===== config.mk =====
export PLATFORM = sky130hd
export DESIGN_NAME = game_sequencer_flat
export DESIGN_NICKNAME = d
export VERILOG_FILES = /design/src/rtl/game_sequencer_pkg.sv /design/src/rtl/game_sequencer_if.sv /design/src/rtl/game_sequencer_beat_counter.sv /design/src/rtl/game_sequencer.sv /design/src/flat_wrapper.sv
export SDC_FILE = /design/constraint.sdc
export NUM_CORES = 1
export LEC_CHECK = 0
export ABC_CLOCK_PERIOD_IN_PS = 3350
export CAP_MARGIN = 20
export CORE_UTILIZATION = 35
export DETAILED_ROUTE_END_ITERATION = 8
export PLACE_DENSITY = 0.66
export SLEW_MARGIN = 20
export SYNTH_ARGS = -nofsm -noshare
export SYNTH_HDL_FRONTEND = slang
export SYNTH_HIERARCHICAL = 1
export SYNTH_SLANG_ARGS = --single-unit

===== constraint.sdc =====
create_clock -name clk -period 3.35 [get_ports clk]
set_clock_uncertainty 0.1 [all_clocks]
set_input_delay 1.005 -clock clk [delete_from_list [all_inputs] [get_ports clk]]
set_output_delay 1.005 -clock clk [all_outputs]
set_load 0.02 [all_outputs]

===== src/rtl/game_sequencer_pkg.sv =====
// Shared types and constants for the rhythm-game play controller.
// Package game_pkg: state/mode codes, difficulty divider limits and the
// diff_sel to divider-limit lookup.
package game_pkg;

    // State encoding doubles as the mode code driven to the datapath.
    typedef enum logic [2:0] {
        S_IDLE      = 3'd0,
        S_COUNTDOWN = 3'd1,
        S_PLAY      = 3'd2,
        S_PAUSE     = 3'd3,
        S_DRAIN     = 3'd4,
        S_DONE      = 3'd5,
        S_FAIL      = 3'd6
    } state_t;

    // Clock-divider limits for the four difficulty levels.
    localparam logic [22:0] DIFF_EASY   = 23'd5_000_000;
    localparam logic [22:0] DIFF_MED    = 23'd2_500_000;
    localparam logic [22:0] DIFF_HARD   = 23'd1_250_000;
    localparam logic [22:0] DIFF_EXPERT = 23'd625_000;

    // Each 64-bit note word scrolls for this many beats.
    localparam logic [7:0] WORD_BEATS = 8'd32;

    // Width of the shared beat counter (covers countdown, word and drain).
    localparam int CNT_W = 8;

    function automatic logic [22:0] diff_limit(input logic [1:0] sel);
        case (sel)
            2'd0:    return DIFF_EASY;
            2'd1:    return DIFF_MED;
            2'd2:    return DIFF_HARD;
            default: return DIFF_EXPERT;
        endcase
    endfunction

endpackage


===== src/rtl/game_sequencer_if.sv =====
// Bundle of control, song-ROM and datapath signals around game_sequencer.
// All inputs are single-cycle strobes or levels already synchronous to clk:
// start_pulse, pause_pulse and beat_clk are each high for exactly one cycle
// per event and there is no back-pressure; rom_data answers rom_addr one
// cycle later.
interface game_sequencer_if #(
    parameter int ADDR_W = 6
);
    logic              start_pulse;
    logic              pause_pulse;
    logic [1:0]        diff_sel;
    logic              beat_clk;
    logic [7:0]        num_misses;
    logic [63:0]       rom_data;
    logic [ADDR_W-1:0] rom_addr;
    logic [31:0]       notes1;
    logic [31:0]       notes2;
    logic [2:0]        mode;
    logic [22:0]       diff;
    logic [2:0]        countdown;
    logic              song_done;
    logic              game_over;

    // Sequencer side.
    modport slave (
        input  start_pulse, pause_pulse, diff_sel, beat_clk, num_misses, rom_data,
        output rom_addr, notes1, notes2, mode, diff, countdown, song_done, game_over
    );

    // Environment side: buttons, ROM and datapath.
    modport master (
        output start_pulse, pause_pulse, diff_sel, beat_clk, num_misses, rom_data,
        input  rom_addr, notes1, notes2, mode, diff, countdown, song_done, game_over
    );
endinterface


===== src/rtl/game_sequencer_beat_counter.sv =====
// Generic beat counter: synchronous clear, count enable, and a terminal
// flag that is high while the next enabled beat is the last of i_limit.
// On that terminal beat the count wraps to 0, ready for the next phase.
module game_sequencer_beat_counter #(
    parameter int W = 8
) (
    input  logic         clk,
    input  logic         n_rst,
    input  logic         i_clr,
    input  logic         i_en,
    input  logic [W-1:0] i_limit,
    output logic         o_tc
);
    logic [W-1:0] r_count;

    assign o_tc = (r_count == i_limit - W'(1));

    // Count enabled beats, wrapping at the terminal beat.
    always_ff @(posedge clk or negedge n_rst) begin
        if (!n_rst)
            r_count <= '0;
        else if (i_clr)
            r_count <= '0;
        else if (i_en)
            r_count <= o_tc ? '0 : r_count + W'(1);
    end
endmodule


===== src/rtl/game_sequencer.sv =====
// Rhythm-game play controller: idle -> countdown -> play -> drain -> done,
// with pause/resume, restart and optional miss-limit failure.
// Optional feature macro: GAME_SEQUENCER_MISS_FAIL_EN (miss-limit -> FAIL).
module game_sequencer
    import game_pkg::*;
#(
    parameter int          ADDR_W      = 6,
    parameter int          SONG_WORDS  = 8,
    parameter int          COUNT_BEATS = 4,
    parameter int          DRAIN_BEATS = 39,
    parameter logic [7:0]  MISS_LIMIT  = 8'h50
) (
    input  logic               clk,
    input  logic               n_rst,
    game_sequencer_if.slave    bus
);
    // One extra address bit so a song filling the whole ROM can still be
    // recognised as finished.
    localparam logic [ADDR_W:0] SONG_LEN = SONG_WORDS[ADDR_W:0];

    state_t          r_state;
    state_t          r_saved;
    logic [ADDR_W:0] r_addr;
    logic [31:0]     r_notes1;
    logic [31:0]     r_notes2;
    logic [22:0]     r_diff;
    logic [2:0]      r_countdown;
    logic            r_song_done;

    state_t          w_next;
    logic            w_restart;
    logic            w_abort;
    logic            w_pause_in;
    logic            w_fail;
    logic            w_cnt_clr;
    logic            w_cnt_en;
    logic            w_tc;
    logic            w_miss;
    logic [CNT_W-1:0] w_limit;

`ifdef GAME_SEQUENCER_MISS_FAIL_EN
    logic r_game_over;
    assign w_miss = ((r_state == S_PLAY) || (r_state == S_DRAIN)) &&
                    (bus.num_misses >= MISS_LIMIT);
    assign bus.game_over = r_game_over;
`else
    logic w_unused_misses;
    assign w_unused_misses = ^bus.num_misses;
    assign w_miss = 1'b0;
    assign bus.game_over = 1'b0;
`endif

    game_sequencer_beat_counter #(.W(CNT_W)) u_beats (
        .clk     (clk),
        .n_rst   (n_rst),
        .i_clr   (w_cnt_clr),
        .i_en    (w_cnt_en),
        .i_limit (w_limit),
        .o_tc    (w_tc)
    );

    // Next-state and per-cycle event decode; start beats miss beats pause beats beat.
    always_comb begin
        w_next     = r_state;
        w_restart  = 1'b0;
        w_abort    = 1'b0;
        w_pause_in = 1'b0;
        w_fail     = 1'b0;
        w_cnt_en   = 1'b0;
        w_limit    = WORD_BEATS;
        if (r_state == S_COUNTDOWN)
            w_limit = CNT_W'(COUNT_BEATS);
        else if (r_state == S_DRAIN)
            w_limit = CNT_W'(DRAIN_BEATS);

        case (r_state)
            S_COUNTDOWN, S_PLAY, S_DRAIN: begin
                if (bus.start_pulse) begin
                    w_restart = 1'b1;
                end else if (w_miss) begin
                    w_fail = 1'b1;
                    w_next = S_FAIL;
                end else if (bus.pause_pulse) begin
                    w_pause_in = 1'b1;
                    w_next     = S_PAUSE;
                end else if (bus.beat_clk) begin
                    w_cnt_en = 1'b1;
                    if (w_tc) begin
                        if (r_state == S_COUNTDOWN)
                            w_next = S_PLAY;
                        else if (r_state == S_PLAY)
                            w_next = (r_addr < SONG_LEN) ? S_PLAY : S_DRAIN;
                        else
                            w_next = S_DONE;
                    end
                end
            end
            S_PAUSE: begin
                if (bus.start_pulse) begin
                    w_abort = 1'b1;
                    w_next  = S_IDLE;
                end else if (bus.pause_pulse) begin
                    w_next = r_saved;
                end
            end
            default: begin
                if (bus.start_pulse)
                    w_restart = 1'b1;
            end
        endcase

        if (w_restart)
            w_next = S_COUNTDOWN;
        w_cnt_clr = w_restart | w_abort;
    end

    // Registered FSM: state, ROM address, note words and status outputs.
    always_ff @(posedge clk or negedge n_rst) begin
        if (!n_rst) begin
            r_state     <= S_IDLE;
            r_saved     <= S_IDLE;
            r_addr      <= '0;
            r_notes1    <= '0;
            r_notes2    <= '0;
            r_diff      <= DIFF_EASY;
            r_countdown <= '0;
            r_song_done <= 1'b0;
`ifdef GAME_SEQUENCER_MISS_FAIL_EN
            r_game_over <= 1'b0;
`endif
        end else begin
            r_state     <= w_next;
            r_song_done <= (w_next == S_DONE);
`ifdef GAME_SEQUENCER_MISS_FAIL_EN
            r_game_over <= (w_next == S_FAIL);
`endif
            if (w_pause_in)
                r_saved <= r_state;

            if (w_restart) begin
                r_diff      <= diff_limit(bus.diff_sel);
                r_addr      <= '0;
                r_countdown <= 3'(COUNT_BEATS);
                r_notes1    <= '0;
                r_notes2    <= '0;
            end else if (w_abort) begin
                r_countdown <= '0;
                r_notes1    <= '0;
                r_notes2    <= '0;
            end else if (w_fail) begin
                r_notes1 <= '0;
                r_notes2 <= '0;
            end else if (w_cnt_en) begin
                if (r_state == S_COUNTDOWN) begin
                    r_countdown <= r_countdown - 3'd1;
                    if (w_tc) begin
                        // Address 0 was issued on entry, so its word is waiting.
                        r_notes1 <= bus.rom_data[63:32];
                        r_notes2 <= bus.rom_data[31:0];
                        r_addr   <= (ADDR_W+1)'(1);
                    end
                end else if ((r_state == S_PLAY) && w_tc) begin
                    if (r_addr < SONG_LEN) begin
                        r_notes1 <= bus.rom_data[63:32];
                        r_notes2 <= bus.rom_data[31:0];
                        r_addr   <= r_addr + (ADDR_W+1)'(1);
                    end else begin
                        r_notes1 <= '0;
                        r_notes2 <= '0;
                    end
                end
            end
        end
    end

    assign bus.rom_addr  = r_addr[ADDR_W-1:0];
    assign bus.notes1    = r_notes1;
    assign bus.notes2    = r_notes2;
    assign bus.mode      = r_state;
    assign bus.diff      = r_diff;
    assign bus.countdown = r_countdown;
    assign bus.song_done = r_song_done;
endmodule

===== src/flat_wrapper.sv =====
// flat-port wrapper written by rule: the top's interface ports become plain ports
module game_sequencer_flat import game_pkg::*;
#(
    parameter int          ADDR_W      = 6,
    parameter int          SONG_WORDS  = 8,
    parameter int          COUNT_BEATS = 4,
    parameter int          DRAIN_BEATS = 39,
    parameter logic [7:0]  MISS_LIMIT  = 8'h50
)
  (clk, n_rst, bus_start_pulse, bus_pause_pulse, bus_diff_sel, bus_beat_clk, bus_num_misses, bus_rom_data, bus_rom_addr, bus_notes1, bus_notes2, bus_mode, bus_diff, bus_countdown, bus_song_done, bus_game_over);
  game_sequencer_if #(.ADDR_W(ADDR_W)) bus_i ();
  input  logic clk;
  input  logic n_rst;
  input wire logic [$bits(bus_i.start_pulse)-1:0] bus_start_pulse;
  input wire logic [$bits(bus_i.pause_pulse)-1:0] bus_pause_pulse;
  input wire logic [$bits(bus_i.diff_sel)-1:0] bus_diff_sel;
  input wire logic [$bits(bus_i.beat_clk)-1:0] bus_beat_clk;
  input wire logic [$bits(bus_i.num_misses)-1:0] bus_num_misses;
  input wire logic [$bits(bus_i.rom_data)-1:0] bus_rom_data;
  output wire logic [$bits(bus_i.rom_addr)-1:0] bus_rom_addr;
  output wire logic [$bits(bus_i.notes1)-1:0] bus_notes1;
  output wire logic [$bits(bus_i.notes2)-1:0] bus_notes2;
  output wire logic [$bits(bus_i.mode)-1:0] bus_mode;
  output wire logic [$bits(bus_i.diff)-1:0] bus_diff;
  output wire logic [$bits(bus_i.countdown)-1:0] bus_countdown;
  output wire logic [$bits(bus_i.song_done)-1:0] bus_song_done;
  output wire logic [$bits(bus_i.game_over)-1:0] bus_game_over;
  assign bus_i.start_pulse = bus_start_pulse;
  assign bus_i.pause_pulse = bus_pause_pulse;
  assign bus_i.diff_sel = bus_diff_sel;
  assign bus_i.beat_clk = bus_beat_clk;
  assign bus_i.num_misses = bus_num_misses;
  assign bus_i.rom_data = bus_rom_data;
  assign bus_rom_addr = bus_i.rom_addr;
  assign bus_notes1 = bus_i.notes1;
  assign bus_notes2 = bus_i.notes2;
  assign bus_mode = bus_i.mode;
  assign bus_diff = bus_i.diff;
  assign bus_countdown = bus_i.countdown;
  assign bus_song_done = bus_i.song_done;
  assign bus_game_over = bus_i.game_over;
  game_sequencer #(.ADDR_W(ADDR_W), .SONG_WORDS(SONG_WORDS), .COUNT_BEATS(COUNT_BEATS), .DRAIN_BEATS(DRAIN_BEATS), .MISS_LIMIT(MISS_LIMIT)) u_core (.clk(clk), .n_rst(n_rst), .bus(bus_i));
endmodule

==> impl_metrics.ini, run 1 <==
[placed_design]
port_buffers = 167
finalWeightedCongestion = 0.748
hpwl_um = 8890

[grt]
antenna_found_initial = 0
grt.total_usage_pct = 17.4
grt_pass1_wl_um = 19700
grt_start_max_net_pins = 48
grt_pass1_vias = 3772
gr-total-overflow = 0

[clocking]
clkTransAtPathRegs_ps = 70
clock_path_buffers = 2
cts_sinks = 101
cts_root_buf = clkbuf_16
cts_max_level = 3
clk_latency_ps = 350
tritoncts = yes
numCtsBuffers = 9

[logic_synthesis]
synth_edf_count = 0
yosysSeqAreaShare_pct = 52.3
avgSynthCellArea_sq_um = 11.7
syn_area_sq_mm = 0.00485
synth-async-reset-ratio_pct = 100
ys.flop_type = dfrtp_1
synth_warnings = 6
synth_seq_cells = 101
synthCells = 416
post_synth_num_cell_types = 69

[sta]
timing.final.ws_setup_ps = -2.31
finalCritPeriodShare_pct = 100
tightest_slew_ps = 622
rsz0062_at_grt = yes
layout_min_cycle_time_ps = 3350
slew_viol_final = 0
setup_violations = 2
tns_ps = -2.38
max-slew-margin-rel_pct = 58.5
hold_viol_final = 0
fmax_mhz = 298

[floorplan]
ios = 180
die_area_sq_mm = 0.0143
die_x_um = 120
start_util_pct = 36.2
die_y_um = 120
core-area_sq_mm = 0.0134
row_count = 42

[pwr]
ir_drop_mv = 0.306
leakagePower_nw = 3.16
power.density_mw_per_mm2 = 423

[worst_setup_path]
path_cells = nor3b_4, inv_2, ha_4, or3b_4, or4_1, a211o_1, a211oi_4, and4bb_2, and2_4, buf_12, a22o_1
startpoint_type = flop
path_buf_inv = 2
worstPathArrival_ps = 3540
r2r_slack_ps = -2
slowest_delay_ps = 530
crit_required_ps = 3530
cp-end-kind = flop
crit_fanout = 17
crit_family = simple AND/OR/NAND/NOR gates
worstSetupPathType = flop to flop
slowest_stage = or4_1

[cells_and_area]
num-fill-cells = 1151
utilization_pct = 54.3
layout.nets = 690
num_antenna_cells = 0
drive_gt1_share_pct = 15.5
synthToLayoutAreaGrowth_pct = 50.0

[drt]
first_iter_violations = 152
totalWireLength_um = 13100
firstDrtPassIters = 4
avgRoutedWirePerCell_um = 16.7
vias = 3973
drc = 0
detail-route-antenna-nets = 0
vias_per_cell = 5.08

[run_status]
violations = setup timing
status = complete, but fails checks

[job]
cap_violations = 0

[worst_hold_path]
min_path_type = flop to flop
[worst min-delay path, cell delays in order (launching register included)]
cell	delay, ps
dfstp_2	370
nand2_1	40
o31ai_1	50
[cell usage in the layout (no fill, tap or decap), types with 5 or more instances in the layout]
master and count:
a21oi_1 8, o31ai_1 7, nor2_1 20, clkdlybuf4s50_1 166, and3_1 8, nand3_1 5, inv_1 6, nand2_1 27
mux2_2 5, o21ai_0 13, a2111oi_0 5, conb_1 17, buf_4 25, clkbuf_16 12, ha_1 9, dfrtp_1 93
buf_12 6, dfstp_2 6, buf_6 6, xnor2_1 9, a22o_1 65
[power by group]
group,total (mW),internal [mW],switching (mW)
Clock,1.04,0.583,0.461
Sequential,1.32,1.28,0.0437
Combinational,0.709,0.341,0.368
[layout make-up]
| cell class | instances | area (sq um) | area share, % |
|---|---|---|---|
| flip-flops and latches | 101 | 2540 | 34.9 |
| repair buffers | 206 | 2110 | 29.0 |
| multi-input cells | 274 | 2080 | 28.5 |
| clock buffers | 11 | 233 | 3.20 |
| well taps | 176 | 220 | 3.03 |
| clock inverters | 5 | 61.3 | 0.843 |
| inverters | 9 | 33.8 | 0.464 |
[state kept, by name, summed over array words and instances, names as in the netlist]
signal,flops
u_core/bus.diff,12
u_core/bus.countdown,3
u_core/r_addr,7
u_core/bus.song_done,1
u_core/bus.mode,3
u_core/r_saved,3
u_core/bus.notes2,32
u_core/u_beats/r_count,8
u_core/bus.notes1,32
[worst paths after layout]
check                                     from                     to  cells past startpoint
max reg2reg                 u_core/bus.mode[2]  u_core/bus.notes2[10]                     11
min                        u_core/bus.diff[18]    u_core/bus.diff[18]                      2
max in group asynchronous                n_rst     u_core/bus.diff[8]                      2
min reg2reg                u_core/bus.diff[18]    u_core/bus.diff[18]                      2
max                         u_core/bus.mode[2]  u_core/bus.notes2[10]                     11
min in group asynchronous                n_rst  u_core/bus.notes2[31]                      1
[repair_timing]
| item | 4_1_cts | 5_1_grt |
|---|---|---|
| cloned | 0 | 9 |
| endpoints found under the setup margin | 67 | 68 |
| pin swaps | 1 | 8 |
| hold buffers | 0 | 0 |
| gates resized for setup | 2 | 8 |
| buffers inserted | 2 | 1 |
[synthesized netlist by cell type (all sizes together), types with 2 or more instances]
library cell | number | area [sq um]
and4 | 3 | 26.3
and2 | 3 | 21.3
o21ai | 13 | 65.1
nand4b | 2 | 17.5
dfstp | 6 | 158
nand2 | 28 | 105
clkbuf | 6 | 22.5
nor3 | 3 | 15.0
and4b | 2 | 20.0
ha | 10 | 125
inv | 9 | 33.8
nor4 | 2 | 27.5
xor2 | 2 | 17.5
a21oi | 9 | 56.3
dfrtp | 95 | 2380
and3 | 8 | 50.1
a211oi | 3 | 35.0
buf | 43 | 318
mux2i | 3 | 30.0
nor2 | 21 | 78.8
a2111oi | 6 | 53.8
o211a | 2 | 20.0
a221oi | 2 | 23.8
mux2 | 5 | 56.3
nor3b | 3 | 38.8
o31ai | 7 | 52.6
a22o | 65 | 569
nor4b | 2 | 17.5
or2 | 2 | 12.5
a211o | 3 | 26.3
nand4 | 2 | 12.5
nor2b | 3 | 18.8
xnor2 | 9 | 78.8
nand3b | 4 | 30.0
nand3 | 5 | 25.0
a31o | 3 | 35.0
nand2b | 2 | 12.5
and3b | 4 | 35.0
[logic make-up after synthesis]
logic type | Yosys count | share of synthesized area (%)
and+or+nand+nor | 104 | 12.6
AOI/OAI and AO/OA | 123 | 21.0
DFF | 101 | 52.3
xor gates and xnor gates | 11 | 1.99
adders and majority gates | 10 | 2.58
muxes | 8 | 1.78
buffers and inverters | 58 | 7.71
other | 1 | 0.0773
[per-layer routing]
metal / wire length (um) / track usage (%)
met2: 6600 / 29.3
met5: 0 / 0
met4: 198 / 4.92
met3: 677 / 4.85
met1: 5580 / 21.9
[through the flow]
stage | area [sq um] | hold WS, ps | power (mW) | worst slack [ps] | cells
floorplan | 4990 | 387 | 1.75 | -125 | 432
global placement | 6790 | 359 | 2.03 | 4.95 | 754
detailed placement | 6790 | 359 | 2.04 | -81.2 | 754
CTS | 7100 | 369 | 3.10 | 7.03 | 772
global route | 7270 | 399 | 3.22 | -128 | 782
finish | 7270 | 365 | 3.08 | -2.31 | 782
No activity file was read; power rests on OpenSTA's default activity.
==> run 2: changes to the inputs <==
--- a/config.mk
+++ b/config.mk
@@ -9,9 +9,8 @@
 export CAP_MARGIN = 20
 export CORE_UTILIZATION = 35
 export DETAILED_ROUTE_END_ITERATION = 8
-export PLACE_DENSITY = 0.66
+export PLACE_DENSITY = 0.67
 export SLEW_MARGIN = 20
 export SYNTH_ARGS = -nofsm -noshare
 export SYNTH_HDL_FRONTEND = slang
-export SYNTH_HIERARCHICAL = 1
 export SYNTH_SLANG_ARGS = --single-unit
==> run 2 against run 1 <==
The run now ends clean. Critical path depth decreased by 10. First-iteration DRC count grew 50%. Clock power shrank 4%. Synthesized cell count fell by 0.96%. Total power is 5.9% higher. Global-route usage shrank 0.19 points. Synthesized area fell by 5.4%. Utilization down 2.5 points. Sequential power is 7% higher. Sequential share of layout area is 3.6 points higher.
==> impl_metrics.ini, run 2 <==
[sta]
holdWs_ps = 378
slew_viol_final = 0
fmax_mhz = 339
finalCritPeriodShare_pct = 88.1
rsz0062_at_grt = no
hold_viol_final = 0
max-slew-margin-rel_pct = 56.1
tightest_slew_ps = 659
setup_violations = 0
tns_ps = 0
layout_min_cycle_time_ps = 2950
timing.final.ws_setup_ps = 399

[cells_and_area]
drive_gt1_share_pct = 6.89
synthToLayoutAreaGrowth_pct = 43.5
num_antenna_cells = 0
layout_common_cells = clkdlybuf4s50_1, dfrtp_1, a22o_1
layout.nets = 649
final_common_cell = clkdlybuf4s50_1
utilization_pct = 51.8

[drt]
detail-route-antenna-nets = 0
vias = 3732
first_iter_violations = 228
totalWireLength_um = 12000
avgRoutedWirePerCell_um = 16.2
drc = 0
vias_per_cell = 5.06
firstDrtPassIters = 5

[logic_synthesis]
synth_seq_cells = 101
synth_top_cells_by_count = dfrtp_1, a22o_1, nand2_1
synth_top_area_share_pct = 51.8
synth_edf_count = 0
ys.flop_type = dfrtp_1
synth_warnings = 0
yosysMostFrequentCell = dfrtp_1
syn_area_sq_mm = 0.00459
avgSynthCellArea_sq_um = 11.1
post_synth_num_cell_types = 48
yosysTopAreaCell = dfrtp_1
synthTopCellsByArea = dfrtp_1, a22o_1, nand2_1
synth-async-reset-ratio_pct = 100
synthCells = 412
yosysSeqAreaShare_pct = 55.2

[grt]
grt_start_max_net_pins = 65
grt.total_usage_pct = 17.3
grt_pass1_wl_um = 18100
antenna_found_initial = 0
grt_pass1_vias = 3608
gr-total-overflow = 0

[clocking]
cts_sinks = 101
tritoncts = yes
postCtsHoldBufs = 0
clock_path_buffers = 2
cts_max_level = 3
cts_root_buf = clkbuf_16
clk_latency_ps = 340
post_cts_buffers = 0
numCtsBuffers = 9
clkTransAtPathRegs_ps = 70
cts_resized = 0

[floorplan]
start_util_pct = 36.1
row_count = 41
die_area_sq_mm = 0.0136
die_y_um = 117
die_x_um = 117
ios = 180
core-area_sq_mm = 0.0127

[placed_design]
hpwl_um = 8520
port_buffers = 167
place_worst_setup_slack_ps = 278
finalWeightedCongestion = 0.857

[worst_setup_path]
worstPathArrival_ps = 1850
crit_fanout = 20
path_buf_inv = 1
rr_worst_depth = 7
crit_family = flip-flops
worstSetupPathDepth = 1
cp-end-kind = output port
startpoint_type = flop
slowest_delay_ps = 770
path_cells = clkdlybuf4s50_1
slowest_stage = dfrtp_1
crit_required_ps = 2240
worstSetupPathType = flop to output port

[pwr]
power_mw = 3.26
p_comb_share_pct = 26.3
p_int_mw = 2.24
seqPwrFrac_pct = 43.2
switching_power_mw = 1.02
clkPwrFrac_pct = 30.5
ir_drop_mv = 0.248
p_sw_share_pct = 31.4
leakagePower_nw = 2.87
power.density_mw_per_mm2 = 495

[worst_hold_path]
min_path_type = input port to async pin

[job]
cap_violations = 0

[run_status]
status = finished clean
[run 2: cell types whose count changed after synthesis, moves of 5 or more]
cell     delta
o21ai_0     +7
buf_6       +6
a21oi_1     +8
inv_1       +5
xnor2_1     -7
nand2_1    +20
buf_4       -5
mux2_2      -5
buf_2       -5
nor2_1      -8
and3_1      -5
nand3_1     +5
[run 2: final cells by class]
class / instances / area [sq um]
inverters: 14 / 52.6
clock buffers: 11 / 243
clock inverters: 5 / 43.8
multi-input cells: 256 / 1710
fillers: 1163 / 6140
repair buffers: 179 / 1780
flip-flops and latches: 101 / 2530
well taps: 172 / 215
[run 2: power groups by stage]
stage,logic (mW),registers [mW],clock network [mW]
after floorplan,0.453,1.47,0
after global placement,0.836,1.43,0
after detailed placement,0.858,1.43,0
after CTS,0.860,1.41,1.04
after global routing,0.922,1.42,1.07
final,0.857,1.41,0.996
[run 2: cells by family (layout without fill, tap and decap cells)]
family	count (synthesis)	count (layout)	synth area share (%)
AOI/OAI and AO/OA	140	140	23.2
other	1	4	0.0817
xor gates and xnor gates	5	5	0.954
buffers and inverters	58	209	7.74
and+or+nand+nor	98	98	10.3
adders and majority gates	9	9	2.45
DFF	101	101	55.2
[run 2: worst paths after layout]
check                              startpoint  slack [ps]               endpoint
setup reg to reg           u_core.bus.mode[1]         420  u_core.bus.notes2[22]
setup / recovery           u_core.bus.mode[1]         400            bus_mode[1]
min in group clk           u_core.bus.diff[9]         380     u_core.bus.diff[9]
hold / removal                          n_rst         380     u_core.bus.mode[1]
hold reg to reg            u_core.bus.diff[9]         380     u_core.bus.diff[9]
max in group asynchronous               n_rst        2090    u_core.bus.diff[14]
[run 2: through the flow]
stage | std cells | area, sq um
floorplan | 415 | 4600
global placement | 722 | 6300
detailed placement | 722 | 6300
CTS | 738 | 6590
global route | 738 | 6590
finish | 738 | 6590
[run 2: per-layer routing]
layer  GRT usage [%]  up-vias  share of wire, %
li1                -     1781                 -
met1            21.6     1835                43
met2            29.6      111                50
met3            3.68        5               5.9
met4            5.56        0              0.71
met5               0        -                 0
[run 2: worst reg2reg max path, stage by stage, from the launching register on]
cell and delay, ps:
dfrtp_1 770, inv_1 220, a21oi_1 220, a2bb2o_4 240, or2_1 370, o31a_2 420, buf_4 250, a22o_1 240
